`config.mk`:
```
export PLATFORM = sky130hd
export DESIGN_NAME = module_pipeline_ctrl_flat
export DESIGN_NICKNAME = d
export VERILOG_FILES = /design/src/rtl/module_pipeline_ctrl_pkg.sv /design/src/rtl/module_pipeline_ctrl_if.sv /design/src/rtl/module_pipeline_ctrl_hazard.sv /design/src/rtl/module_pipeline_ctrl.sv /design/src/flat_wrapper.sv
export SDC_FILE = /design/constraint.sdc
export NUM_CORES = 1
export LEC_CHECK = 0
export BUFFER_PORTS_ARGS = -buffer_cell sky130_fd_sc_hd__buf_2
export CAP_MARGIN = 20
export CORE_MARGIN = 10
export CORE_UTILIZATION = 44
export DETAILED_ROUTE_END_ITERATION = 8
export PLACE_DENSITY = 0.76
export SLEW_MARGIN = 10
export SYNTH_ARGS = -nofsm -noshare
export SYNTH_HDL_FRONTEND = slang
export SYNTH_SLANG_ARGS = --single-unit
```
`constraint.sdc`:
```
create_clock -name clk_i -period 1.8 [get_ports clk_i]
set_input_delay 0.18 -clock clk_i [delete_from_list [all_inputs] [get_ports clk_i]]
set_output_delay 0.18 -clock clk_i [all_outputs]
set_load 0.005 [all_outputs]
```
`src/rtl/module_pipeline_ctrl_pkg.sv`:
```
// Shared types and constants for the RV32I pipeline register sequencer.
// Combinational/zero-latency controls; no handshake, no backpressure of its own.
// Contents: FSM state enum, packed stall/flush bundle, defaults, counter width helper.
package pipeline_ctrl_pkg;

  typedef enum logic [1:0] {
    BOOT     = 2'd0,
    RUN      = 2'd1,
    MEM_WAIT = 2'd2,
    FAULT    = 2'd3
  } ctrl_state_t;

  // Per-stage register controls; the datapath top reuses this bundle.
  typedef struct packed {
    logic stall_f;
    logic stall_d;
    logic flush_d;
    logic stall_e;
    logic flush_e;
    logic stall_m;
    logic flush_w;
  } pipe_ctrl_t;

  localparam int unsigned BOOT_CYCLES_DEF = 4;
  localparam int unsigned TIMEOUT_DEF     = 64;

  // Boot: hold PC and clear every downstream register.
  localparam pipe_ctrl_t CTRL_BOOT = '{
    stall_f: 1'b1, stall_d: 1'b0, flush_d: 1'b1, stall_e: 1'b0,
    flush_e: 1'b1, stall_m: 1'b0, flush_w: 1'b1
  };

  // Memory freeze: hold everything up to EX/MEM, bubble into Writeback.
  localparam pipe_ctrl_t CTRL_FREEZE = '{
    stall_f: 1'b1, stall_d: 1'b1, flush_d: 1'b0, stall_e: 1'b1,
    flush_e: 1'b0, stall_m: 1'b1, flush_w: 1'b1
  };

  // Shared counter must reach the larger of the two terminal counts.
  function automatic int cnt_width(input int unsigned boot_cycles,
                                   input int unsigned timeout);
    int unsigned m;
    m = (boot_cycles > timeout) ? boot_cycles : timeout;
    return $clog2(m + 1);
  endfunction

endpackage

```
`src/rtl/module_pipeline_ctrl_if.sv`:
```
// Bundle of hazard inputs and stall/flush outputs between datapath and sequencer.
// Zero latency: pure wires; no backpressure.
// Ports: master = datapath (drives hazard info, consumes controls); slave = sequencer.
interface module_pipeline_ctrl_if #(
  parameter int unsigned REG_W = 5
);

  logic [REG_W-1:0] rs1_d_i;
  logic [REG_W-1:0] rs2_d_i;
  logic [REG_W-1:0] rd_e_i;
  logic             load_e_i;
  logic             pc_src_e_i;
  logic             dmem_req_m_i;
  logic             dmem_ack_i;

  logic             stall_f_o;
  logic             stall_d_o;
  logic             flush_d_o;
  logic             stall_e_o;
  logic             flush_e_o;
  logic             stall_m_o;
  logic             flush_w_o;
  logic             boot_o;
  logic             fault_o;

  modport master (
    output rs1_d_i, rs2_d_i, rd_e_i, load_e_i, pc_src_e_i, dmem_req_m_i, dmem_ack_i,
    input  stall_f_o, stall_d_o, flush_d_o, stall_e_o, flush_e_o, stall_m_o,
           flush_w_o, boot_o, fault_o
  );

  modport slave (
    input  rs1_d_i, rs2_d_i, rd_e_i, load_e_i, pc_src_e_i, dmem_req_m_i, dmem_ack_i,
    output stall_f_o, stall_d_o, flush_d_o, stall_e_o, flush_e_o, stall_m_o,
           flush_w_o, boot_o, fault_o
  );

endinterface

```
`src/rtl/module_pipeline_ctrl_hazard.sv`:
```
// Load-use and taken-branch controls for the pipeline when memory is not frozen.
// Purely combinational, zero latency; no backpressure.
// Ports: rs1_d/rs2_d/rd_e register indices, load_e, pc_src_e in; run_ctrl bundle out.
module module_hazard_detect
  import pipeline_ctrl_pkg::*;
#(
  parameter int unsigned REG_W = 5
) (
  input  logic [REG_W-1:0] rs1_d,
  input  logic [REG_W-1:0] rs2_d,
  input  logic [REG_W-1:0] rd_e,
  input  logic             load_e,
  input  logic             pc_src_e,
  output pipe_ctrl_t       run_ctrl
);

  logic lwstall;

  // x0 never carries a real result, so a load into it creates no hazard.
  assign lwstall = load_e & (rd_e != '0) & ((rd_e == rs1_d) | (rd_e == rs2_d));

  always_comb begin
    run_ctrl         = '0;
    run_ctrl.stall_f = lwstall;
    // stall_d stays high alongside flush_d on a branch; the register gives clear priority.
    run_ctrl.stall_d = lwstall;
    run_ctrl.flush_d = pc_src_e;
    run_ctrl.flush_e = lwstall | pc_src_e;
  end

endmodule

```
`src/rtl/module_pipeline_ctrl.sv`:
```
// Sequencer for IF/ID, ID/EX, EX/MEM, MEM/WB: boot flush, hazards, dmem wait, timeout.
// Outputs combinational from state/counter/inputs: zero latency.
// Backpressure: dmem request without ack freezes the pipe; TIMEOUT waits -> sticky fault.
// Ports: clk_i, rst_ni (async active-low), bus (slave modport of module_pipeline_ctrl_if).
module module_pipeline_ctrl
  import pipeline_ctrl_pkg::*;
#(
  parameter int unsigned BOOT_CYCLES = BOOT_CYCLES_DEF,
  parameter int unsigned TIMEOUT     = TIMEOUT_DEF,
  parameter int unsigned REG_W       = 5
) (
  input  logic                  clk_i,
  input  logic                  rst_ni,
  module_pipeline_ctrl_if.slave bus
);

  localparam int CNT_W = cnt_width(BOOT_CYCLES, TIMEOUT);
  localparam logic [CNT_W-1:0] BOOT_LAST    = CNT_W'(BOOT_CYCLES - 1);
  localparam logic [CNT_W-1:0] TIMEOUT_LAST = CNT_W'(TIMEOUT - 1);

  ctrl_state_t      state_q, state_d;
  logic [CNT_W-1:0] cnt_q, cnt_d;
  pipe_ctrl_t       run_ctrl;
  pipe_ctrl_t       ctrl;
  logic             boot;
  logic             fault;
  logic             freeze;

  module_hazard_detect #(
    .REG_W (REG_W)
  ) u_hazard (
    .rs1_d    (bus.rs1_d_i),
    .rs2_d    (bus.rs2_d_i),
    .rd_e     (bus.rd_e_i),
    .load_e   (bus.load_e_i),
    .pc_src_e (bus.pc_src_e_i),
    .run_ctrl (run_ctrl)
  );

  assign freeze = bus.dmem_req_m_i & ~bus.dmem_ack_i;

  always_ff @(posedge clk_i or negedge rst_ni) begin
    if (!rst_ni) begin
      state_q <= BOOT;
      cnt_q   <= '0;
    end else begin
      state_q <= state_d;
      cnt_q   <= cnt_d;
    end
  end

  always_comb begin
    state_d = state_q;
    cnt_d   = cnt_q;
    ctrl    = '0;
    boot    = 1'b0;
    fault   = 1'b0;
    unique case (state_q)
      BOOT: begin
        ctrl = CTRL_BOOT;
        boot = 1'b1;
        if (cnt_q == BOOT_LAST) begin
          state_d = RUN;
          cnt_d   = '0;
        end else begin
          cnt_d = cnt_q + CNT_W'(1);
        end
      end
      RUN: begin
        if (freeze) begin
          // Branch/load-use actions wait: Execute is held and re-evaluates later.
          ctrl    = CTRL_FREEZE;
          state_d = MEM_WAIT;
          cnt_d   = CNT_W'(1);
        end else begin
          ctrl = run_ctrl;
        end
      end
      MEM_WAIT: begin
        // The request itself is held in the frozen EX/MEM register; only ack matters.
        if (bus.dmem_ack_i) begin
          ctrl    = run_ctrl;
          state_d = RUN;
          cnt_d   = '0;
        end else begin
          ctrl = CTRL_FREEZE;
          if (cnt_q == TIMEOUT_LAST) begin
            state_d = FAULT;
          end else begin
            cnt_d = cnt_q + CNT_W'(1);
          end
        end
      end
      FAULT: begin
        ctrl  = CTRL_FREEZE;
        fault = 1'b1;
      end
      default: begin
        state_d = FAULT;
      end
    endcase
  end

  assign bus.stall_f_o = ctrl.stall_f;
  assign bus.stall_d_o = ctrl.stall_d;
  assign bus.flush_d_o = ctrl.flush_d;
  assign bus.stall_e_o = ctrl.stall_e;
  assign bus.flush_e_o = ctrl.flush_e;
  assign bus.stall_m_o = ctrl.stall_m;
  assign bus.flush_w_o = ctrl.flush_w;
  assign bus.boot_o    = boot;
  assign bus.fault_o   = fault;

endmodule

```
`src/flat_wrapper.sv`:
```
// flat-port wrapper written by rule: the top's interface ports become plain ports
module module_pipeline_ctrl_flat import pipeline_ctrl_pkg::*;
#(
  parameter int unsigned BOOT_CYCLES = BOOT_CYCLES_DEF,
  parameter int unsigned TIMEOUT     = TIMEOUT_DEF,
  parameter int unsigned REG_W       = 5
)
  (clk_i, rst_ni, bus_rs1_d_i, bus_rs2_d_i, bus_rd_e_i, bus_load_e_i, bus_pc_src_e_i, bus_dmem_req_m_i, bus_dmem_ack_i, bus_stall_f_o, bus_stall_d_o, bus_flush_d_o, bus_stall_e_o, bus_flush_e_o, bus_stall_m_o, bus_flush_w_o, bus_boot_o, bus_fault_o);
  module_pipeline_ctrl_if #(.REG_W(REG_W)) bus_i ();
  input  logic clk_i;
  input  logic rst_ni;
  input wire logic [$bits(bus_i.rs1_d_i)-1:0] bus_rs1_d_i;
  input wire logic [$bits(bus_i.rs2_d_i)-1:0] bus_rs2_d_i;
  input wire logic [$bits(bus_i.rd_e_i)-1:0] bus_rd_e_i;
  input wire logic [$bits(bus_i.load_e_i)-1:0] bus_load_e_i;
  input wire logic [$bits(bus_i.pc_src_e_i)-1:0] bus_pc_src_e_i;
  input wire logic [$bits(bus_i.dmem_req_m_i)-1:0] bus_dmem_req_m_i;
  input wire logic [$bits(bus_i.dmem_ack_i)-1:0] bus_dmem_ack_i;
  output wire logic [$bits(bus_i.stall_f_o)-1:0] bus_stall_f_o;
  output wire logic [$bits(bus_i.stall_d_o)-1:0] bus_stall_d_o;
  output wire logic [$bits(bus_i.flush_d_o)-1:0] bus_flush_d_o;
  output wire logic [$bits(bus_i.stall_e_o)-1:0] bus_stall_e_o;
  output wire logic [$bits(bus_i.flush_e_o)-1:0] bus_flush_e_o;
  output wire logic [$bits(bus_i.stall_m_o)-1:0] bus_stall_m_o;
  output wire logic [$bits(bus_i.flush_w_o)-1:0] bus_flush_w_o;
  output wire logic [$bits(bus_i.boot_o)-1:0] bus_boot_o;
  output wire logic [$bits(bus_i.fault_o)-1:0] bus_fault_o;
  assign bus_i.rs1_d_i = bus_rs1_d_i;
  assign bus_i.rs2_d_i = bus_rs2_d_i;
  assign bus_i.rd_e_i = bus_rd_e_i;
  assign bus_i.load_e_i = bus_load_e_i;
  assign bus_i.pc_src_e_i = bus_pc_src_e_i;
  assign bus_i.dmem_req_m_i = bus_dmem_req_m_i;
  assign bus_i.dmem_ack_i = bus_dmem_ack_i;
  assign bus_stall_f_o = bus_i.stall_f_o;
  assign bus_stall_d_o = bus_i.stall_d_o;
  assign bus_flush_d_o = bus_i.flush_d_o;
  assign bus_stall_e_o = bus_i.stall_e_o;
  assign bus_flush_e_o = bus_i.flush_e_o;
  assign bus_stall_m_o = bus_i.stall_m_o;
  assign bus_flush_w_o = bus_i.flush_w_o;
  assign bus_boot_o = bus_i.boot_o;
  assign bus_fault_o = bus_i.fault_o;
  module_pipeline_ctrl #(.BOOT_CYCLES(BOOT_CYCLES), .TIMEOUT(TIMEOUT), .REG_W(REG_W)) u_core (.clk_i(clk_i), .rst_ni(rst_ni), .bus(bus_i));
endmodule
```
==> metrics.yaml <==
yosysMostFrequentCell: "xor2_1"
antenna_found_initial: 0
row_count: 16
dr.pass1.iters: 4
drv_cap: 0
gp_congestion: 0.8548
critPathCapture: "u_core.cnt_q[5]$_DFFE_PN0P_"
vdd_drop_max_mv: 0.4158
overflow: 0
power_density_mw_per_mm2: 333.3
regToRegSetupSlack_ps: -200
utilization_pct: 67.71
core_area_mm2: 0.001922
synthArstFlopShare_pct: 100.0
crit_required_ps: 1950
wl_met1_um: 1001
syn_inst: 101
slew_violations: 0
drive_gt1_share_pct: 43.79
placed_cells: 169
clockBufferDepth: 2
synth_top_area_share_pct: 25.94
relSlewSlack_pct: 76.99
fin_crit_ps: 1998
first_global_vias: 945
status: "finished, violations left"
post-place-ws_ps: -166.3
root_buffer: "clkbuf_4"
synth-edff-count: 0
drtAntennaViolNets: 0
fin_skew_ps: 0.9849
grt_use_total_pct: 12.60
drc: 0
fin_ws_ps: -198.3
syn-num-nets: 128
dieArea_mm2: 0.004151
hold_viol: 0
vias_per_cell: 5.361
start_util_pct: 45.18
synth_common_cells: "xor2_1 (10), dfrtp_1 (9), inv_1 (9), ha_1 (6), o21ai_0 (6)"
synth_flop_cell: "dfrtp_1"
finalSetupViolCount: 9
routedWlPerCell_um: 14.38
io_buffers: 29
hp-class: "in2async"
cts_buffers: 3
start_kind: "flip-flop"
fin_nets: 181
worst_pin_slew_ps: 342.0
cts_tree: "yes"
leakage_uw: 0.0006054
insertion_delay_ps: 280
rsz0062_at_grt: "true"
netlist.top_cell.by_area: "dfrtp_1"
ys_ff_latch: 9
num_antenna_cells: 0
r2r_cells: 5
reg2reg_from: "u_core.cnt_q[1]$_DFFE_PN0P_"
netlist_area_um2: 868.3
fin_setup_tns_ps: -769.3
timing.rr.end: "u_core.cnt_q[5]$_DFFE_PN0P_"
critPathCaptureType: "flip-flop"
met2_length_um: 1334
clk_pin_slew_ps: 70
min_period_over_period_pct: 111.0
fp.dieW_um: 64.43
seq_area_frac_synth_pct: 25.94
area_growth_syn_to_layout_pct: 49.86
worstPathArrival_ps: 2150
whs_ps: 279.5
max_freq_mhz: 500.4
synth_area_per_cell_um2: 8.597
ys_top_cells_by_area: "dfrtp_1 (26%), xor2_1 (10%), ha_1 (8.6%)"
wl_um: 2589
num_vias: 965
instances_no_fill: 180
path_max_fanout: 5
drtIter0Drc: 60
io_pins: 30
dr_wl_met3_um: 201
grt_pass1_wl_um: 4388
cp-startpoint: "u_core.cnt_q[1]$_DFFE_PN0P_"
ctsHtreeMaxLevel: 1
yosysUniqueCellTypes: 37
die_height_um: 64.43
cts_sinks: 9
ys_warn_count: 0
top_layer_used: "met4"
path_class: "reg2reg"
place_hpwl_um: 2021
violations: "negative setup slack"
grt_max_degree: 11
-- worst max-delay path: stages (launching register included) --
cell and delay [ps]:
dfrtp_1 360, ha_2 180, or4b_4 470, or4_4 470, a311oi_2 270, o32ai_1 120
-- per-layer routing --
layer / GRT usage, % / up-vias
met5: 0 / -
met3: 3.436 / 9
met2: 23.03 / 47
met4: 3.209 / 0
li1: - / 475
met1: 13.96 / 434
-- logic make-up after synthesis --
logic type	count (synthesis)	share of synthesized area (%)
AND/OR/NAND/NOR	33	21.76
XOR/XNOR	10	10.09
buffers and inverters	11	6.052
AO/OA/AOI/OAI	29	24.06
flip-flops	9	25.94
adder cells (fa/ha/maj)	6	8.645
multiplexers	3	3.458
-- stage by stage --
| stage | cell area, um2 | total power, uW |
|---|---|---|
| after CTS | 1254 | 430.9 |
| after floorplan | 870.8 | 228.3 |
| final | 1301 | 433.7 |
| after global routing | 1301 | 448.8 |
| after global placement | 1136 | 261.9 |
| after detailed placement | 1136 | 264.4 |
-- power breakdown --
group          total (uW)  internal, uW  switching, uW
sequential            202           202              0
combinational        61.0          30.6           30.4
clock                 171          86.1           84.4
-- registers in the layout, summed over array words and instances (netlist names) --
signal and flops:
u_core.state_q 2, u_core.cnt_q 7
-- timing repair --
| item | 4_1_cts | 5_1_grt |
|---|---|---|
| setup endpoints to repair | 13 | 15 |
| resized for setup | 12 | 9 |
| buffers inserted | 5 | 1 |
| hold endpoints to repair | 9 | 0 |
| cloned | 0 | 0 |
| hold buffers | 1 | 0 |
| pin swaps | 3 | 1 |
-- cells in the final DEF, fill, tap and decap left out, types with 2 or more instances in the layout --
| cell type | Yosys | layout |
|---|---|---|
| nand2b_1 | 3 | 3 |
| dfrtp_1 | 9 | 9 |
| o21ai_0 | 6 | 3 |
| nor3_1 | 5 | 5 |
| nor2_1 | 5 | 5 |
| o21bai_1 | 3 | 2 |
| xor2_1 | 10 | 10 |
| buf_4 | 1 | 17 |
| buf_6 | 1 | 3 |
| ha_1 | 6 | 2 |
| o32ai_1 | 2 | 2 |
| o21ai_1 | 0 | 3 |
| nand2_1 | 5 | 5 |
| buf_2 | 0 | 29 |
| nand3_2 | 0 | 2 |
| a21oi_1 | 4 | 3 |
| nor4_1 | 2 | 2 |
| clkbuf_4 | 0 | 3 |
| mux2i_1 | 3 | 3 |
| a21o_1 | 2 | 2 |
| and3_1 | 2 | 2 |
| inv_1 | 9 | 7 |
| ha_4 | 0 | 3 |
| o31ai_1 | 3 | 3 |
| inv_2 | 0 | 2 |
-- worst min path at each step --
stage / startpoint / endpoint / slack [ps] / depth (start not counted)
finish: rst_ni / u_core.cnt_q[3]$_DFFE_PN0P_ / 280 / 2
global route: rst_ni / u_core.cnt_q[3]$_DFFE_PN0P_ / 310 / 2
CTS: rst_ni / u_core.cnt_q[6]$_DFFE_PN0P_ / 300 / 2
detailed placement: rst_ni / u_core.cnt_q[3]$_DFFE_PN0P_ / 50 / 1
global placement: rst_ni / u_core.cnt_q[3]$_DFFE_PN0P_ / 40 / 1
floorplan: rst_ni / u_core.cnt_q[0]$_DFFE_PN0P_ / -120 / 0
-- final cells by class --
class | instances | area, um2
inverter | 9 | 33.78
timing repair buffer | 50 | 316.6
multi-input combinational | 81 | 665.6
clock buffer | 4 | 26.28
sequential | 9 | 225.2
tap | 27 | 33.78
fill | 154 | 620.6
(Power assumes the default switching activity.)
